===== config.mk =====
export PLATFORM = sky130hd
export DESIGN_NAME = adc_sequencer
export DESIGN_NICKNAME = d
export VERILOG_FILES = /design/src/rtl/adc_sequencer.sv
export SDC_FILE = /design/constraint.sdc
export NUM_CORES = 1
export LEC_CHECK = 0
export CORE_MARGIN = 3
export CORE_UTILIZATION = 51
export CTS_CLUSTER_DIAMETER = 50
export DETAILED_ROUTE_END_ITERATION = 7
export MAX_ROUTING_LAYER = met4
export PLACE_DENSITY_LB_ADDON = 0.2
export SYNTH_ARGS = -nofsm -noshare
export SYNTH_HDL_FRONTEND = slang
export SYNTH_SLANG_ARGS = --single-unit

===== constraint.sdc =====
create_clock -name clk -period 3.53 [get_ports clk]
set_clock_uncertainty 0.15 [all_clocks]
set_input_delay 0.706 -clock clk [delete_from_list [all_inputs] [get_ports clk]]
set_output_delay 0.706 -clock clk [all_outputs]
set_load 0.005 [all_outputs]

===== src/rtl/adc_sequencer.sv =====
// ADC scan sequencer: powers the ADC, settles, then converts each channel set in a latched mask.
// Define ADC_SEQ_TIMEOUT_EN to bound each conversion wait by TIMEOUT_CYCLES.
module adc_sequencer #(
   parameter int NUM_CHANNELS   = 4,
   parameter int DATA_WIDTH     = 16,
   parameter int SETTLE_CYCLES  = 32,
   parameter int GAP_CYCLES     = 2,
   parameter int TIMEOUT_CYCLES = 4096,
   localparam int CW = (NUM_CHANNELS > 1) ? $clog2(NUM_CHANNELS) : 1
) (
   input  logic                    clk,
   input  logic                    rst_n,
   input  logic                    start,
   input  logic                    abort,
   input  logic [NUM_CHANNELS-1:0] chan_mask,
   output logic                    busy,
   output logic                    done,
   output logic                    adc_enable,
   output logic                    adc_read,
   output logic [CW-1:0]           adc_sel,
   input  logic                    adc_conversion_complete,
   input  logic [DATA_WIDTH-1:0]   adc_value,
   output logic                    result_valid,
   output logic [CW-1:0]           result_chan,
   output logic [DATA_WIDTH-1:0]   result_data,
   output logic                    timeout_err
);

   // state  | meaning
   // IDLE   | waiting for start
   // SETTLE | adc_enable high, waiting SETTLE_CYCLES before the first read
   // READ   | adc_read high on adc_sel, waiting for completion
   // GAP    | adc_read low for GAP_CYCLES between reads
   // FINISH | drop enable/busy, pulse done
   localparam logic [2:0] S_IDLE   = 3'd0;
   localparam logic [2:0] S_SETTLE = 3'd1;
   localparam logic [2:0] S_READ   = 3'd2;
   localparam logic [2:0] S_GAP    = 3'd3;
   localparam logic [2:0] S_FINISH = 3'd4;

   localparam int SG_MAX = (SETTLE_CYCLES > GAP_CYCLES) ? SETTLE_CYCLES : GAP_CYCLES;
`ifdef ADC_SEQ_TIMEOUT_EN
   localparam int CNT_MAX = (TIMEOUT_CYCLES > SG_MAX) ? TIMEOUT_CYCLES : SG_MAX;
`else
   localparam int CNT_MAX = SG_MAX;
`endif
   localparam int CNTW = $clog2(CNT_MAX + 1);

   localparam logic [CNTW-1:0] SETTLE_LOAD = CNTW'(SETTLE_CYCLES - 1);
   localparam logic [CNTW-1:0] GAP_LOAD    = CNTW'(GAP_CYCLES - 1);
`ifdef ADC_SEQ_TIMEOUT_EN
   localparam logic [CNTW-1:0] READ_LOAD   = CNTW'(TIMEOUT_CYCLES - 1);
`else
   localparam logic [CNTW-1:0] READ_LOAD   = '0;
`endif

   logic [2:0]              state_q, state_d;
   logic [CNTW-1:0]         cnt_q, cnt_d;
   logic [NUM_CHANNELS-1:0] mask_q, mask_d;
   logic                    busy_q, busy_d;
   logic                    done_q, done_d;
   logic                    en_q, en_d;
   logic                    rd_q, rd_d;
   logic [CW-1:0]           sel_q, sel_d;
   logic                    rv_q, rv_d;
   logic [CW-1:0]           rchan_q, rchan_d;
   logic [DATA_WIDTH-1:0]   rdata_q, rdata_d;
   logic                    terr_q, terr_d;

   logic [CW-1:0]           first_ch;
   logic [CW-1:0]           next_ch;
   logic                    next_found;

   // Descending scans so the lowest qualifying channel wins.
   always_comb begin
      first_ch   = '0;
      next_ch    = '0;
      next_found = 1'b0;
      for (int i = NUM_CHANNELS - 1; i >= 0; i--) begin
         if (mask_q[i]) begin
            first_ch = CW'(i);
            if (i > int'(sel_q)) begin
               next_ch    = CW'(i);
               next_found = 1'b1;
            end
         end
      end
   end

   always_comb begin
      state_d = state_q;
      cnt_d   = (cnt_q != '0) ? cnt_q - CNTW'(1) : cnt_q;
      mask_d  = mask_q;
      busy_d  = busy_q;
      done_d  = 1'b0;
      en_d    = en_q;
      rd_d    = rd_q;
      sel_d   = sel_q;
      rv_d    = 1'b0;
      rchan_d = rchan_q;
      rdata_d = rdata_q;
      terr_d  = terr_q;

      case (state_q)
         S_IDLE: begin
            if (start && !abort) begin
               mask_d = chan_mask;
               terr_d = 1'b0;
               busy_d = 1'b1;
               if (chan_mask != '0) begin
                  state_d = S_SETTLE;
                  en_d    = 1'b1;
                  cnt_d   = SETTLE_LOAD;
               end else begin
                  state_d = S_FINISH;
               end
            end
         end
         S_SETTLE: begin
            if (cnt_q == '0) begin
               state_d = S_READ;
               rd_d    = 1'b1;
               sel_d   = first_ch;
               cnt_d   = READ_LOAD;
            end
         end
         S_READ: begin
            if (adc_conversion_complete) begin
               rdata_d = adc_value;
               rchan_d = sel_q;
               rv_d    = 1'b1;
               rd_d    = 1'b0;
               state_d = S_GAP;
               cnt_d   = GAP_LOAD;
            end
`ifdef ADC_SEQ_TIMEOUT_EN
            else if (cnt_q == '0) begin
               terr_d  = 1'b1;
               rd_d    = 1'b0;
               state_d = S_GAP;
               cnt_d   = GAP_LOAD;
            end
`endif
         end
         S_GAP: begin
            if (cnt_q == '0) begin
               if (next_found) begin
                  state_d = S_READ;
                  rd_d    = 1'b1;
                  sel_d   = next_ch;
                  cnt_d   = READ_LOAD;
               end else begin
                  state_d = S_FINISH;
               end
            end
         end
         S_FINISH: begin
            state_d = S_IDLE;
            busy_d  = 1'b0;
            en_d    = 1'b0;
            done_d  = 1'b1;
         end
         default: state_d = S_IDLE;
      endcase

      // Abort overrides everything, including a completion on the same edge.
      if (abort && state_q != S_IDLE) begin
         state_d = S_IDLE;
         busy_d  = 1'b0;
         en_d    = 1'b0;
         rd_d    = 1'b0;
         done_d  = 1'b0;
         rv_d    = 1'b0;
         rchan_d = rchan_q;
         rdata_d = rdata_q;
         terr_d  = terr_q;
      end
   end

   always_ff @(posedge clk or negedge rst_n) begin
      if (!rst_n) begin
         state_q <= S_IDLE;
         cnt_q   <= '0;
         mask_q  <= '0;
         busy_q  <= 1'b0;
         done_q  <= 1'b0;
         en_q    <= 1'b0;
         rd_q    <= 1'b0;
         sel_q   <= '0;
         rv_q    <= 1'b0;
         rchan_q <= '0;
         rdata_q <= '0;
         terr_q  <= 1'b0;
      end else begin
         state_q <= state_d;
         cnt_q   <= cnt_d;
         mask_q  <= mask_d;
         busy_q  <= busy_d;
         done_q  <= done_d;
         en_q    <= en_d;
         rd_q    <= rd_d;
         sel_q   <= sel_d;
         rv_q    <= rv_d;
         rchan_q <= rchan_d;
         rdata_q <= rdata_d;
         terr_q  <= terr_d;
      end
   end

   assign busy         = busy_q;
   assign done         = done_q;
   assign adc_enable   = en_q;
   assign adc_read     = rd_q;
   assign adc_sel      = sel_q;
   assign result_valid = rv_q;
   assign result_chan  = rchan_q;
   assign result_data  = rdata_q;
   // Never set without ADC_SEQ_TIMEOUT_EN, so this stays at its reset value of 0.
   assign timeout_err  = terr_q;

endmodule

==> Word-level counts from Yosys, hierarchy flattened <==
Index checks and enable logic that the tools add are counted.
{ "word_totals": {"in_bits": 25, "ff_bits": 38, "wordCells": 101} }
{ "classes": {"n_lt_le_gt_ge": 3, "n_mux": 54, "addsub": 1, "eq_ne": 13, "n_bitwise": 1, "n_reduce_logical": 18} }
{ "ops": {"columns": ["cell", "n"], "rows": [
  ["6-bit two-way mux", 7],
  ["2-bit two-way mux", 13],
  ["6-bit one-hot mux with 4 select lines", 1],
  ["1-bit two-way mux", 21],
  ["3-bit two-way mux", 7],
  ["3-bit inequality test (second input constant)", 6],
  ["3-bit one-hot mux with 4 select lines", 1],
  ["4-bit AND reduction", 2],
  ["4-bit nonzero test", 2],
  ["3-bit by 2-bit equality test with 1-bit output (second input constant)", 2],
  ["6-bit zero test", 1],
  ["2-bit inequality test (second input constant)", 3],
  ["3-bit AND reduction", 2],
  ["3-bit nonzero test", 2],
  ["6-bit nonzero test", 1],
  ["6-bit by 1-bit subtractor with 6-bit output (second input constant)", 1],
  ["5-bit AND reduction", 1],
  ["2-bit greater-than comparator (first input constant)", 2],
  ["1-bit one-hot mux with 2 select lines", 2],
  ["2-bit one-hot mux with 2 select lines", 1],
  ["2-bit AND reduction", 2],
  ["3-bit by 1-bit equality test with 1-bit output (second input constant)", 1],
  ["3-bit equality test (second input constant)", 1],
  ["3-bit zero test", 1],
  ["6 further kinds", 7]
]} }

==> Longest topological paths before layout <==
Gate-level depths: netlist (run 1).
{ "logic_depth": {"word_depth": 11, "depth_mapped": 8, "ltp_nobuf": 8} }

==> Worst setup path before layout (run 1) <==
Ideal clock, no wire load.
{ "synth_timing": {"path_kind": "input to register", "startpoint": "input port adc_conversion_complete", "endpoint": "register rchan_q[1], in the netlist result_chan[1]", "arrival_ps": 1705, "setup_ps": 128, "cell_stages": 4, "slack_ps": 1548, "required_time_ps": 3252, "path_cell_list": "nand2_2 -> nor4_4 -> buf_6 -> mux2_1"} }
{ "synth_via": {"elab_chain_len": 1} }
{ "synth_lines": {"columns": ["item", "line_no", "rtl"], "rows": [
  ["start: declaration", "21", "input logic adc_conversion_complete,"],
  ["3-bit AND reduction (no source line)", null, null],
  ["end signal: assignment", "204", "rchan_q <= rchan_d;"],
  ["end: declaration", "66", "logic [CW-1:0] rchan_q, rchan_d;"]
]} }
Every way passes these cells.
A chain may end at the register's enable or synchronous reset.

==> Worst setup path after layout (run 1) <==
{ "layout_timing": {"startpoint": "input port abort", "endpoint": "register cnt_q[1]"} }
{ "layout_via": {"elab_chain_len": 4} }
{ "layout_lines": {"columns": ["item", "line_no", "rtl"], "rows": [
  ["start: declaration", "14", "input logic abort,"],
  ["1-bit zero test", "106", "if (start && !abort) begin"],
  ["1-bit logical AND", "106", null],
  ["6-bit two-way mux", "106", null],
  ["6-bit one-hot mux with 4 select lines", "104", "case (state_q)"],
  ["via cnt_d[1]", "58", "logic [CNTW-1:0] cnt_q, cnt_d;"],
  ["end signal: assignment", "196", "cnt_q <= cnt_d;"],
  ["end: declaration", "58", null]
]} }
The timed path passes the listed nets, and every way through them passes these cells.

==> flow_metrics.env, run 1 <==
export IMPL_run_status="finished clean"
export IMPL_syn_mean_instance_area_um2=11.73
export IMPL_synth_top_family_by_area="multiplexers"
export IMPL_cp_num_buf_inv=1
export IMPL_final_hold_violation_count=0
export IMPL_die_x_um=66.67
export IMPL_clock_tree_htree_level_count=2
export IMPL_critical_path_max_stage_delay_ps=640
export IMPL_hold_path_cells=1
export IMPL_setup_viol=0
export IMPL_multiInputGateArea_um2=872.1
export IMPL_synth_adder_area_share=0.02000
export IMPL_antenna_violations_before_repair=0
export IMPL_grt_pass1_vias=1392
export IMPL_floorplan_io_pins=51
export IMPL_clk_latency_ps=290
export IMPL_postCtsResizedCells=0
export IMPL_globalRouteTotalUtil=0.1892
export IMPL_cp_max_fo=12
export IMPL_grt_first_pass_wirelength_um=6182
export IMPL_fp_dieArea_um2=4444
export IMPL_worst_hold_path_type="register to register"
export IMPL_register_to_register_setup_slack_ps=1530
export IMPL_final_net_count=239
export IMPL_antenna_violating_nets_post_route=0
export IMPL_worst_endpoint_required_ps=3580
export IMPL_final_design_area_no_fill_um2=2487
export IMPL_clkSlewWorstSetupHoldPaths_ps=70
export IMPL_io_buffers=49
export IMPL_regArea_um2=950.9
export IMPL_timing_setup_critical_path_class="primary input to register"
export IMPL_max_vdd_ir_drop_mv=0.2760
export IMPL_number_of_distinct_library_cell_variants_in_the_gate_level_netlist_after_synthesis=43
export IMPL_r2r_cells=4
export IMPL_grt_remaining_overflow=0
export IMPL_cts_tree="yes"
export IMPL_detail_route_wl_per_cell_um=14.40
export IMPL_cts_made_buffers=5
export IMPL_ys_warnings_count=0
export IMPL_drt_first_iter_violations=57
export IMPL_critical_path_endpoint_type="register"
export IMPL_drt_total_wl_um=3716
export IMPL_crit_chain="clkdlybuf4s50_1 -> nor3b_1 -> nand3_1 -> a211oi_2"
export IMPL_power_leakage_nw=1.102
export IMPL_numClockSinks=38
export IMPL_timing_max_cap_violations=0
export IMPL_compound_gate_fraction_of_synth_area=0.1153
export IMPL_worst_setup_path_start_kind="primary input"
export IMPL_clk_path_buf_depth=2
export IMPL_final_core_util=0.7226
export IMPL_area_growth_from_synthesis_to_layout_pct=32.53
export IMPL_detailed_place_area_um2=2392
export IMPL_timing_rr_start="state_q[0]"
export IMPL_cts_setup_buffers=0
export IMPL_startpoint_of_the_most_critical_hold_path="result_data[13]"
export IMPL_viasPerCell=5.318
export IMPL_worst_ep_arrival_time_ps=2520
export IMPL_hold_buffer_count_at_cts=0
export IMPL_layout_worst_path_cycle_share=0.7000
export IMPL_timing_critical_path_slowest_stage_cell="clkdlybuf4s50_1"
export IMPL_final_max_slew_viol_count=0
export IMPL_maxSlewHeadroom=0.4726
export IMPL_worst_slew_pin_transition_ps=791.1
export IMPL_fillers=259
export IMPL_routed_via_count=1372
export IMPL_yosys_mux_area_fraction=0.1687
export IMPL_n_antenna_cell=0
export IMPL_cell_area_after_synthesis_um2=1877
export IMPL_rsz0062_at_grt="no"
export IMPL_yosys_area_share_simple=0.1400
export IMPL_rows=21
export IMPL_drive_above_1_share=0.1604
export IMPL_critical_path_reg2reg_endpoint="adc_sel[0]"
export IMPL_period_minus_slack_ps=2471
export IMPL_synth_nets=188
export IMPL_synth_seq_cells=38
export IMPL_detail_route_first_pass_iterations=4
export IMPL_top_achievable_clock_speed_mhz=404.7
export IMPL_synth_xor_area_share=0.01867
export IMPL_clock_root_buffer="clkbuf_8"
export IMPL_die_h_um=66.67
export IMPL_synth_seq_area_share=0.5067
export IMPL_synthesis_instances=160
export IMPL_post_layout_total_power_mw=1.136
export IMPL_fin_worst_hold_slack_ps=340.4
export IMPL_sum_of_negative_setup_slack_ps=0
export IMPL_finalWeightedCongestion=0.8390
export IMPL_grt_max_degree=39
export IMPL_worstHoldEndpoint="result_data[13]"
export IMPL_core_region_area_um2=3442
export IMPL_initial_core_util=0.5453
export IMPL_drc_errors=0
export IMPL_pwr_density_cell_nw_per_um2=456.7
export IMPL_cpLargestDelayFamily="simple AND/OR/NAND/NOR gates"
export IMPL_dp_final_hpwl_um=2812
==> metal layers <==
layer / routed length [um] / share of wire / up-vias / GRT usage
met3: 213 / 0.057 / 3 / 0.06239
met2: 1904 / 0.51 / 38 / 0.3193
li1: - / - / 666 / -
met5: 0 / 0 / - / -
met1: 1579 / 0.42 / 665 / 0.2214
met4: 19 / 0.0051 / 0 / 0.03807
==> through the flow <==
step	worst slack [ps]	std cells
floorplan	1548	160
global placement	870.3	250
detailed placement	763.0	250
CTS	1071	258
global route	908.9	258
finish	1059	258
==> where the power goes <==
group,switching (mW),internal [mW]
clock,0.149,0.157
combinational,0.117,0.160
sequential,0.0615,0.491
==> cell type report <==
type | count | area share
clock buffers | 6 | 0.03320
flip-flops and latches | 38 | 0.3823
multi-input cells | 111 | 0.3506
repair buffers | 50 | 0.1982
inverters | 5 | 0.007545
well taps | 46 | 0.02314
clock inverters | 2 | 0.005030
==> cells by family (layout without fill, tap and decap cells) <==
group / after synthesis / in the layout
and+or+nand+nor: 44 / 44
DFF: 38 / 38
AOI/OAI and AO/OA: 31 / 31
muxes: 28 / 28
buffers and inverters: 11 / 63
xor gates and xnor gates: 4 / 4
adders and majority gates: 3 / 3
other: 1 / 1
==> how the worst max path moves through the flow <==
stage	from	endpoint	slack, ps	depth (start not counted)
detailed placement	abort	mask_q[3]	760	4
global route	abort	cnt_q[1]	910	4
global placement	abort	mask_q[0]	870	4
CTS	abort	mask_q[3]	1070	4
floorplan	adc_conversion_complete	result_chan[1]	1550	4
finish	abort	cnt_q[1]	1060	4
==> cells in the final DEF, fill, tap and decap left out, types with 2 or more instances in the layout <==
| master | n |
|---|---|
| nor3_1 | 2 |
| o21ai_0 | 4 |
| xor2_1 | 4 |
| mux2i_1 | 2 |
| mux2_1 | 9 |
| o22a_1 | 2 |
| ha_1 | 3 |
| inv_1 | 5 |
| nand2b_1 | 4 |
| nand3b_1 | 2 |
| nor2b_1 | 2 |
| or3_1 | 2 |
| dfrtp_1 | 38 |
| nor3b_1 | 2 |
| nand2_1 | 9 |
| clkbuf_8 | 6 |
| nor2_1 | 11 |
| o21bai_1 | 2 |
| nor4_4 | 2 |
| mux2_2 | 16 |
| a21oi_1 | 10 |
| clkdlybuf4s50_1 | 48 |
| o22ai_1 | 2 |
| o21a_1 | 2 |
| nand3_1 | 3 |
==> cell usage after synthesis <==
cell type   n  share of area
o22a_1      2         0.0093
buf_6       1         0.0060
ha_1        3          0.020
inv_1       5          0.010
mux2_1      9          0.054
o21ba_2     1         0.0053
o21ai_0     4          0.011
o221ai_1    1         0.0047
o2bb2ai_1   1         0.0047
mux2_4      1         0.0080
o22ai_1     2         0.0067
dfrtp_1    38           0.51
xor2_1      4          0.019
nor4_4      2          0.023
a21boi_0    1         0.0040
a211oi_2    1         0.0067
nand3_1     3         0.0080
nand2_4     1         0.0060
nor3_1      2         0.0053
nor4b_1     1         0.0047
nand2_2     1         0.0033
and3_1      1         0.0033
o21a_1      2         0.0080
nor2b_1     2         0.0067
nor3b_1     2         0.0080
a211oi_1    1         0.0040
a2111oi_2   1         0.0080
mux2i_1     2          0.011
nand2_1     9          0.018
nor2_1     11          0.022
nand2b_1    4          0.013
mux2_2     16          0.096
clkbuf_1    3         0.0060
o31a_1      1         0.0047
or4_1       1         0.0040
buf_4       1         0.0040
nand3b_1    2         0.0080
or3_1       2         0.0067
buf_2       1         0.0027
o31ai_1     1         0.0040
conb_1      1         0.0020
a21oi_1    10          0.027
o21bai_1    2         0.0080
==> sequential cells by signal (all words and copies together) (netlist names) <==
register	cells
adc_sel	2
adc_read	1
busy	1
result_valid	1
state_q	3
adc_enable	1
cnt_q	6
done	1
result_chan	2
mask_q	4
result_data	16
No activity file was read; power rests on OpenSTA's default activity.
==> run 2: changes to the inputs <==
--- a/config.mk
+++ b/config.mk
@@ -6,7 +6,7 @@
 export NUM_CORES = 1
 export LEC_CHECK = 0
 export CORE_MARGIN = 3
-export CORE_UTILIZATION = 51
+export CORE_UTILIZATION = 48
 export CTS_CLUSTER_DIAMETER = 50
 export DETAILED_ROUTE_END_ITERATION = 7
 export MAX_ROUTING_LAYER = met4
==> constraint.sdc (replaced) <==
create_clock -name clk -period 2.3 [get_ports clk]
set_clock_uncertainty 0.15 [all_clocks]
set_input_delay 0.46 -clock clk [delete_from_list [all_inputs] [get_ports clk]]
set_output_delay 0.46 -clock clk [all_outputs]
set_load 0.005 [all_outputs]
==> run 2 against run 1 <==
  * Combinational power rose by 60%
  * Largest power group unchanged
  * Critical path depth is the same
  * Cell area up 2.0%
  * Sequential cell count stayed put
  * Worst setup slack got worse by 720 ps
  * Count of clock-buffer cells in the layout grew 1
  * Critical endpoint is now adc_sel[0]
  * Wire length is 4.8% higher
  * Via count grew 4.7%
==> flow_metrics.env, run 2 (synthesized netlist as in run 1, its figures left out) <==
export IMPL_drive_above_1_share=0.1751
export IMPL_worst_path_stages=4
export IMPL_register_to_register_setup_slack_ps=340
export IMPL_routed_via_count=1437
export IMPL_regArea_um2=950.9
export IMPL_run_status="finished clean"
export IMPL_cp_max_fo=4
export IMPL_power_switching_fraction=0.2848
export IMPL_io_buffers=49
export IMPL_numClockSinks=38
export IMPL_cts_made_buffers=5
export IMPL_layout_worst_path_cycle_share=0.8526
export IMPL_finish_cell_count_without_fillers=265
export IMPL_critical_path_endpoint_type="register"
export IMPL_clock_tree_htree_level_count=2
export IMPL_worst_hold_path_type="primary input to asynchronous set/reset pin"
export IMPL_largest_register_ffs=16
export IMPL_final_design_area_no_fill_um2=2536
export IMPL_cellInternalPower_mw=1.247
export IMPL_final_net_count=244
export IMPL_worst_endpoint_required_ps=2320
export IMPL_detailed_place_area_um2=2445
export IMPL_final_hold_violation_count=0
export IMPL_clk_path_buf_depth=2
export IMPL_clock_root_buffer="clkbuf_8"
export IMPL_detail_route_wl_per_cell_um=14.69
export IMPL_antenna_violations_before_repair=0
export IMPL_viasPerCell=5.423
export IMPL_dp_final_hpwl_um=2926
export IMPL_worst_slew_pin_transition_ps=835.4
export IMPL_placed_cells_incl_taps=257
export IMPL_clk_latency_ps=290
export IMPL_floorplan_io_pins=51
export IMPL_final_max_slew_viol_count=0
export IMPL_grt_max_degree=39
export IMPL_critical_path_launch_point="cnt_q[3]"
export IMPL_cts_setup_buffers=0
export IMPL_clkSlewWorstSetupHoldPaths_ps=70
export IMPL_sum_of_negative_setup_slack_ps=0
export IMPL_antenna_violating_nets_post_route=0
export IMPL_timing_max_cap_violations=0
export IMPL_timing_critical_path_to="adc_sel[0]"
export IMPL_core_region_area_um2=3716
export IMPL_cts_tree="yes"
export IMPL_timing_setup_critical_path_class="register to register"
export IMPL_p_sw_uw=496.6
export IMPL_top_achievable_clock_speed_mhz=509.9
export IMPL_dp_worst_setup_slack_ps=99.94
export IMPL_postCtsResizedCells=0
export IMPL_mostFrequentLayoutCell="clkdlybuf4s50_1"
export IMPL_critical_path_reg2reg_endpoint="adc_sel[0]"
export IMPL_drc_errors=0
export IMPL_fillers=298
export IMPL_die_h_um=68.53
export IMPL_r2r_cells=4
export IMPL_area_growth_from_synthesis_to_layout_pct=35.13
export IMPL_rsz0062_at_grt="no"
export IMPL_drt_total_wl_um=3893
export IMPL_die_x_um=68.53
export IMPL_grt_pass1_vias=1373
export IMPL_setup_viol=0
export IMPL_fin_worst_hold_slack_ps=120.1
export IMPL_finalWorstSetupSlack_ps=338.9
export IMPL_drt_first_iter_violations=85
export IMPL_fp_dieArea_um2=4696
export IMPL_grt_first_pass_wirelength_um=6161
export IMPL_n_antenna_cell=0
export IMPL_final_core_util=0.6825
export IMPL_maxSlewHeadroom=0.4431
export IMPL_cpLargestDelayFamily="simple AND/OR/NAND/NOR gates"
export IMPL_grt_remaining_overflow=0
export IMPL_hold_buffer_count_at_cts=0
export IMPL_critical_path_max_stage_delay_ps=460
export IMPL_finalWeightedCongestion=0.8129
export IMPL_pwr_density_cell_nw_per_um2=687.5
export IMPL_max_vdd_ir_drop_mv=0.4575
export IMPL_mostFrequentLayoutCells="clkdlybuf4s50_1, dfrtp_1, mux2_2"
export IMPL_power_share_sequential=0.481
export IMPL_globalRouteTotalUtil=0.1860
export IMPL_power_leakage_nw=1.131
export IMPL_initial_core_util=0.5051
export IMPL_power_share_clock=0.265
export IMPL_cp_num_buf_inv=0
export IMPL_comb_power_share=0.254
export IMPL_worst_ep_arrival_time_ps=1980
export IMPL_period_minus_slack_ps=1961
export IMPL_rows=22
export IMPL_multiInputGateArea_um2=872.1
export IMPL_crit_chain="nor4_4 -> nand3_1 -> o21ba_2 -> mux2_2"
export IMPL_post_layout_total_power_mw=1.744
export IMPL_timing_rr_start="cnt_q[3]"
export IMPL_timing_critical_path_slowest_stage_cell="nor4_4"
export IMPL_detail_route_first_pass_iterations=4
export IMPL_worst_setup_path_start_kind="register"
run 2: cell types whose count changed in the layout (fill, tap and decap cells not counted), sizes merged:
cell,previous run,this run
clkinvlp,1,0
clkbuf,6,7
buf,2,7
run 2: worst min-delay path by stage:
stage                        start        endpoint  slack, ps  depth (start not counted)
detailed placement  result_chan[1]  result_chan[1]        330                          1
CTS                          rst_n        cnt_q[4]        150                          1
finish                       rst_n        cnt_q[4]        120                          1
global placement    result_data[9]  result_data[9]        320                          1
global route                 rst_n            done        200                          1
floorplan                    rst_n      adc_enable         10                          0
run 2: layout make-up:
cell class,instances,share of cell area
flip-flops and latches,38,0.3749
multi-input cells,111,0.3439
repair buffers,55,0.2141
clock buffers,7,0.03404
well taps,48,0.02368
inverters,5,0.007400
clock inverters,1,0.001973
run 2: per-layer routing:
layer  track usage  wire, um
met1        0.2244      1700
met2        0.2932      1906
met3       0.05511       238
met4       0.07196        48
met5             -         0
run 2: power by group through the flow:
stage                     clock, mW  sequential [mW]  combinational (mW)
after floorplan                   0            0.839               0.273
after global placement            0            0.846               0.426
after detailed placement          0            0.852               0.443
after CTS                     0.474            0.840               0.445
after global routing          0.506            0.848               0.489
final                         0.462            0.839               0.442
==> edit (flow settings as in run 1) <==
Change the parameter `DATA_WIDTH` from 16 to 18.
--- a/src/rtl/adc_sequencer.sv
+++ b/src/rtl/adc_sequencer.sv
@@ -2,7 +2,7 @@
 // Define ADC_SEQ_TIMEOUT_EN to bound each conversion wait by TIMEOUT_CYCLES.
 module adc_sequencer #(
    parameter int NUM_CHANNELS   = 4,
-   parameter int DATA_WIDTH     = 16,
+   parameter int DATA_WIDTH     = 18,
    parameter int SETTLE_CYCLES  = 32,
    parameter int GAP_CYCLES     = 2,
    parameter int TIMEOUT_CYCLES = 4096,
Interface: changed (resized adc_value and result_data); port bits go from 51 to 55. No check against the original RTL was run, so the function may have changed too.
==> edit against run 1 <==
Combinational power up 2%; via count grew 3.4%; routed wire length increased by 8.3%; area after synthesis up 3.4%; power is 3.9% higher; clock power up 4%; sequential cell count grew 2; synthesized cell count rose by 3.1%; setup slack better by 0.012 ns; final area is 4.6% higher; die area rose by 3.1%; register-to-register slack improved by 0.03 ns; largest power group unchanged; highest routed layer unchanged.
==> edit: results (changes against run 1) <==
metric	value	unit	change
vias in the first global route	1476		was 1392
r2r setup slk	1.56	ns	was 1.53 ns
DP HPWL	2960	um	was 2810 um
GPL Wtd Cong	0.874		was 0.839
First-pass DRT Iterations	5		was 4
top cells by area, synth	dfrtp_1 52%, mux2_2 16%, a21oi_1 2.6%		was dfrtp_1 51%, mux2_2 9.6%, mux2_1 5.4%
Filler cells	232		was 259
initial drt markers	37		was 57
DR vias	1419		was 1372
CP arrival	2.48	ns	was 2.52 ns
GRT Overall Usage	20.4	%	was 18.9%
status	finished, final reports clean		unchanged
dpl cell area	0.00250	mm2	was 0.00239 mm2
layout cells sized above 1	20.5	%	was 16.0%
relative slew slack	42.8	%	was 47.3%
Inst Count DP	258		was 250
FMAX	407	MHz	was 405 MHz
Pleak	0.00114	uW	was 0.00110 uW
drt total wl	4030	um	was 3720 um
register area share after synthesis	51.6	%	was 50.7%
nets@finish	249		was 239
Post-Synthesis Cells	165		was 160
Setup Slack @ Placement	0.823	ns	was 0.763 ns
first-pass GRT wire length	6720	um	was 6180 um
max reg flops	18		was 16
largest net degree at the start of global routing	41		was 39
VDD IR max	305	uV	was 276 uV
==> edit: cell families (layout without fill, tap and decap cells) <==
logic type      Yosys count  after routing  synth area share (%)
compound gates           31             31                  11.2
flops                    40             40                  51.6
other cells               1              1                 0.193
xor+xnor                  4              4                  1.81
fa+ha+maj                 3              3                  1.93
mux                      30             30                  17.5
simple gates             44             44                  13.0
buf+inv                  12             67                  2.84
==> edit: layer usage <==
metal | vias to the layer above | global-route usage (%) | wire length (um)
met2 | 39 | 32.1 | 2020
li1 | 696 | - | -
met1 | 680 | 25.7 | 1780
met5 | - | - | 0
met4 | 0 | 5.32 | 36
met3 | 4 | 5.99 | 189
==> edit: where the power goes <==
group	switching [uW]	internal (uW)	total [uW]	leakage, uW
logic	116	166	282	0.000572
registers	65.7	515	580	0.000523
clock network	159	158	317	0.0000434
==> edit: cell type report <==
class | count | area, um2 | area share (%)
Inverter | 5 | 18.8 | 0.722
Timing Repair Buffer | 54 | 533 | 20.5
Sequential cell | 40 | 1000 | 38.5
Clock buffer | 6 | 82.6 | 3.17
Clock inverter | 2 | 15.0 | 0.577
Tap cell | 46 | 57.6 | 2.21
Multi-Input combinational cell | 113 | 893 | 34.3
==> edit: final timing paths <==
kind | startpoint | to | cells past startpoint
max in group asynchronous | rst_n | state_q[0] | 1
setup reg to reg | state_q[0] | adc_sel[0] | 4
min in group asynchronous | rst_n | cnt_q[3] | 1
setup / recovery | abort | mask_q[2] | 4
hold reg to reg | result_chan[1] | result_chan[1] | 1
hold / removal | result_chan[1] | result_chan[1] | 1
==> edit: through the flow <==
step | hold slack (ns) | power, uW
finish | 0.360 | 1180
global route | 0.389 | 1250
CTS | 0.364 | 1190
detailed placement | 0.346 | 869
global placement | 0.340 | 855
floorplan | 0.260 | 751
